$ cat src/rtl/cmp_minmax_seq.sv
// Sequential min/max finder that time-shares one comparator_4_df1 across a burst.
// Optional macro CMP_ARGIDX_EN adds Max_idx/Min_idx argmax/argmin outputs.

module comparator_4_df1 (
    input  logic [3:0] A,
    input  logic [3:0] B,
    output logic       Eq,
    output logic       Gt,
    output logic       St
);
    assign Eq = (A == B);
    assign Gt = (A > B);
    assign St = (A < B);
endmodule

module cmp_minmax_seq #(
    parameter  int N_SAMPLES = 8,
    localparam int CNT_W     = $clog2(N_SAMPLES + 1)
) (
    input  logic       CLK,
    input  logic       RST,
    input  logic       Start,
    input  logic [3:0] Din,
    input  logic       Din_valid,
    output logic       Din_ready,
    output logic [3:0] Max,
    output logic [3:0] Min,
    output logic       Busy,
    output logic       Done,
    output logic [2:0] state_dbg
`ifdef CMP_ARGIDX_EN
    ,
    output logic [CNT_W-1:0] Max_idx,
    output logic [CNT_W-1:0] Min_idx
`endif
);
    // Handshake: a sample transfers on a rising CLK edge where Din_valid and
    // Din_ready are both 1; Din_ready depends only on state, never on Din_valid.

    typedef enum logic [2:0] {
        IDLE    = 3'd0,
        LOAD    = 3'd1,
        WAIT_IN = 3'd2,
        CMP_MAX = 3'd3,
        CMP_MIN = 3'd4,
        DONE    = 3'd5
    } state_t;

    state_t           state, state_nxt;
    logic [3:0]       sample_q;
    logic [CNT_W-1:0] count_q;
    logic [3:0]       cmp_b;
    logic             cmp_eq, cmp_gt, cmp_st;
    logic             upd_max, upd_min, last_sample;

    comparator_4_df1 u_cmp (
        .A  (sample_q),
        .B  (cmp_b),
        .Eq (cmp_eq),
        .Gt (cmp_gt),
        .St (cmp_st)
    );

    // Strict compares only: an equal sample never displaces the stored extreme.
    assign upd_max     = cmp_gt && !cmp_eq;
    assign upd_min     = cmp_st && !cmp_eq;
    assign last_sample = ((int'(count_q) + 1) == N_SAMPLES);
    assign state_dbg   = state;

    always_comb begin
        state_nxt = state;
        Din_ready = 1'b0;
        Busy      = 1'b0;
        Done      = 1'b0;
        cmp_b     = Max;
        case (state)
            IDLE: begin
                if (Start) state_nxt = LOAD;
            end
            LOAD: begin
                Din_ready = 1'b1;
                Busy      = 1'b1;
                if (Din_valid) state_nxt = (N_SAMPLES == 1) ? DONE : WAIT_IN;
            end
            WAIT_IN: begin
                Din_ready = 1'b1;
                Busy      = 1'b1;
                if (Din_valid) state_nxt = CMP_MAX;
            end
            CMP_MAX: begin
                Busy      = 1'b1;
                cmp_b     = Max;
                state_nxt = CMP_MIN;
            end
            CMP_MIN: begin
                Busy      = 1'b1;
                cmp_b     = Min;
                state_nxt = last_sample ? DONE : WAIT_IN;
            end
            DONE: begin
                Done      = 1'b1;
                state_nxt = IDLE;
            end
            default: state_nxt = IDLE;
        endcase
    end

    always_ff @(posedge CLK or posedge RST) begin
        if (RST) begin
            state    <= IDLE;
            Max      <= 4'd0;
            Min      <= 4'd0;
            sample_q <= 4'd0;
            count_q  <= '0;
`ifdef CMP_ARGIDX_EN
            Max_idx  <= '0;
            Min_idx  <= '0;
`endif
        end else begin
            state <= state_nxt;
            case (state)
                LOAD: begin
                    if (Din_valid) begin
                        Max     <= Din;
                        Min     <= Din;
                        count_q <= CNT_W'(1);
`ifdef CMP_ARGIDX_EN
                        Max_idx <= '0;
                        Min_idx <= '0;
`endif
                    end
                end
                WAIT_IN: begin
                    if (Din_valid) sample_q <= Din;
                end
                // count_q equals the 0-based index of the sample under test here.
                CMP_MAX: begin
                    if (upd_max) begin
                        Max     <= sample_q;
`ifdef CMP_ARGIDX_EN
                        Max_idx <= count_q;
`endif
                    end
                end
                CMP_MIN: begin
                    if (upd_min) begin
                        Min     <= sample_q;
`ifdef CMP_ARGIDX_EN
                        Min_idx <= count_q;
`endif
                    end
                    count_q <= count_q + CNT_W'(1);
                end
                default: ;
            endcase
        end
    end
endmodule

$ cat config.mk
export PLATFORM = sky130hd
export DESIGN_NAME = cmp_minmax_seq
export DESIGN_NICKNAME = d
export VERILOG_FILES = /design/src/rtl/cmp_minmax_seq.sv
export SDC_FILE = /design/constraint.sdc
export NUM_CORES = 1
export LEC_CHECK = 0
export BUFFER_PORTS_ARGS = -buffer_cell sky130_fd_sc_hd__clkbuf_2
export CORE_MARGIN = 2
export CORE_UTILIZATION = 48
export CTS_CLUSTER_SIZE = 12
export DETAILED_ROUTE_END_ITERATION = 16
export PLACE_DENSITY = 0.79
export SYNTH_ARGS = -nofsm -noshare
export SYNTH_HDL_FRONTEND = slang
export SYNTH_SLANG_ARGS = --single-unit
$ cat constraint.sdc
create_clock -name CLK -period 2.5 [get_ports CLK]
set_input_delay 0.25 -clock CLK [delete_from_list [all_inputs] [get_ports CLK]]
set_output_delay 0.25 -clock CLK [all_outputs]
set_load 0.005 [all_outputs]
==> impl_metrics.json <==
{
  "power_mw": 1.800,
  "gp_congestion": 0.8251,
  "ys_ff_latch": 19,
  "clkSinkCount": 19,
  "antenna_found_initial": 0,
  "synth_ff_type": "dfrtp_1",
  "yosysMostFrequentCell": "dfrtp_1",
  "grt_max_degree": 20,
  "ir_worst_vdd_mv": 0.7932,
  "setup_slack_ps": 42.77,
  "power_density_mw_per_mm2": 1284,
  "finalHoldViolations": 0,
  "netSwitchingFraction_pct": 40.62,
  "crit_path_end_kind": "flop",
  "top_level_ports": 22,
  "ys.warnings.count": 0,
  "endpoint": "Max[0]",
  "die_w_um": 52.68,
  "synth_top_family_by_area": "simple AND/OR/NAND/NOR gates",
  "synthToLayoutAreaGrowth_pct": 23.21,
  "hpwlAfterDp_mm": 1.848,
  "finalSetupViolCount": 0,
  "rsz0062_at_grt": "true",
  "cap_viol_max_count": 0,
  "finalNonFillerCells": 169,
  "r2r_cells": 7,
  "fmax_ghz": 0.4070,
  "status": "complete, no violations",
  "pre_cts_ws_ps": 60.38,
  "ys_types": 31,
  "grt_usage_pct": 19.90,
  "clockBufferDepth": 2,
  "netlist_instances": 108,
  "dpl.cell_count": 159,
  "yosys.area.top_type_share_pct": 41.80,
  "vias": 924,
  "slew_headroom_pct": 51.03,
  "intPower_mw": 1.069,
  "htree_levels": 1,
  "cts.reportedPaths.clkPinSlew_ps": 110,
  "finClkSkew_ps": 1.988,
  "drive_gt1_share_pct": 41.13,
  "synth-adder-area-share_pct": 6.601,
  "muxShareOfSynthArea_pct": 16.50,
  "avgSynthCellArea_sq_um": 10.53,
  "power.switching_mw": 0.7310,
  "period_minus_slack_ps": 2457,
  "cts_tree": "yes",
  "row_count": 17,
  "netlist_area_sq_mm": 0.001137,
  "cts_made_buffers": 3,
  "avgViaCountPerCell": 5.467,
  "final.setup.tns_ps": 0,
  "core_area_sq_mm": 0.002233,
  "worstMarginPinSlew_ps": 733.7,
  "final_nets": 156,
  "worstPathArrival_ps": 2650,
  "final.period_utilization_pct": 98.29,
  "final_max_slew_viol_count": 0,
  "cts_root_buf": "clkbuf_4",
  "seq_area_frac_synth_pct": 41.80,
  "routedWlPerCell_um": 15.14,
  "leakagePower_nw": 0.6549,
  "crit_fanout": 5,
  "r2r_slack_ps": 40,
  "p_seq_share_pct": 32.7,
  "dieArea_sq_mm": 0.002775,
  "wl_mm": 2.558,
  "critPathRequiredTime_ps": 2690,
  "synth_simple_gate_area_share_pct": 16.50,
  "hold_class": "input port to asynchronous set/reset pin",
  "hold_buffers": 0,
  "die_h_um": 52.68,
  "grt_overflow": 0,
  "cp-start-kind": "flop",
  "grt_pass1_vias": 866,
  "antenna_cells": 0,
  "synth.area.top_cells": "dfrtp_1, mux2_2, ha_1, nand2_1, o21ai_0",
  "synth_compound_area_share_pct": 12.43,
  "synth_edf_count": 0,
  "first_pass_iters": 4,
  "crit_start": "state_dbg[0]",
  "grt_pass1_wl_mm": 3.981,
  "synth_top_cell_by_area": "dfrtp_1",
  "synth_xor_area_share_pct": 2.310,
  "drc": 0,
  "synthTopCellsByCount": "dfrtp_1, nand2_1, mux2_2",
  "clk_latency_ps": 300,
  "comb_power_share_pct": 58.6,
  "drtIter0Drc": 19,
  "critical_path_class": "flop to flop",
  "r2r_end": "Max[0]",
  "start_util_pct": 50.92,
  "r2r_start": "state_dbg[0]",
  "synth_async_sr_flop_share_pct": 100.0,
  "synth_nets": 122,
  "io_buffers": 21,
  "p_clk_share_pct": 8.7,
  "final_antenna_net_count": 0
}
## registers in the layout, summed over array words and instances (netlist names)
name,cells
count_q,4
Min,4
Max,4
state_dbg,3
sample_q,4
## cell usage in the layout, fill, tap and decap left out, types with 2 or more instances in the layout
master    count
buf_4        12
xnor2_1       2
clkbuf_2     21
o21ai_0       9
nor2_1        4
nor2b_1       2
clkbuf_4      3
inv_1         3
a41oi_2       2
mux2i_1       3
mux2_2       14
dfrtp_1      19
nand2_1      18
nor3b_1       5
nor3_1        2
ha_1          6
## how the worst min path moves through the flow
| stage | from | to | slack (ps) | depth (start not counted) |
|---|---|---|---|---|
| 3_5_place_dp | RST | sample_q[3] | 390 | 2 |
| 5_1_grt | RST | sample_q[3] | 90 | 2 |
| 3_3_place_gp | RST | Min[3] | 380 | 2 |
| 4_1_cts | RST | sample_q[3] | 60 | 2 |
| 2_1_floorplan | RST | Max[0] | 200 | 1 |
| 6_report | RST | sample_q[3] | 40 | 2 |
## logic make-up (layout without fill, tap and decap cells)
logic type / Yosys count / count (layout)
buffers and inverters: 8 / 41
adder cells (fa/ha/maj): 6 / 6
multiplexers: 17 / 17
flip-flops: 19 / 19
AND/OR/NAND/NOR: 36 / 36
AO/OA/AOI/OAI: 19 / 19
XOR/XNOR: 3 / 3
## power by group through the flow
stage	Clock [mW]	Sequential [mW]	Combinational [mW]
after floorplan	0	0.564	0.644
after global placement	0	0.581	0.872
after detailed placement	0	0.592	0.916
after CTS	0.163	0.585	0.922
after global routing	0.177	0.610	1.15
final	0.157	0.588	1.05
## stage by stage
step | cell area (sq um) | hold slack (ps) | util [%]
2_1_floorplan | 1139 | 201.1 | -
3_3_place_gp | 1297 | 377.9 | 58.10
3_5_place_dp | 1297 | 393.2 | 58.10
4_1_cts | 1324 | 60.36 | 59.27
5_1_grt | 1401 | 86.61 | 62.75
6_report | 1401 | 35.39 | 62.75
## final cells by class
cell class	count	area [sq um]
Tap cell	28	35.03
Inverter	3	11.26
Multi-Input combinational cell	81	638.1
Timing Repair Buffer	34	215.2
Fill cell	197	832.0
Clock buffer	4	26.28
Sequential cell	19	475.5
## timing repair
| item | in CTS | in global routing |
|---|---|---|
| setup buffers | 0 | 6 |
| setup endpoints to repair | 0 | 8 |
| gates resized for setup | 0 | 3 |
## metal layers
metal | vias to the layer above | track usage (%) | wire length, um
li1 | 453 | - | -
met1 | 446 | 25.72 | 1149
met2 | 21 | 33.54 | 1292
met3 | 4 | 2.571 | 83
met4 | 0 | 7.692 | 33
met5 | - | 0 | 0
## critical path, stage by stage (launching register included)
cell,delay (ps)
dfrtp_1,440
or3b_4,430
mux2i_1,200
ha_1,280
buf_4,150
a41oi_2,210
a2bb2oi_2,270
mux2_2,380
Note: power is estimated with default switching activity, not from simulation.
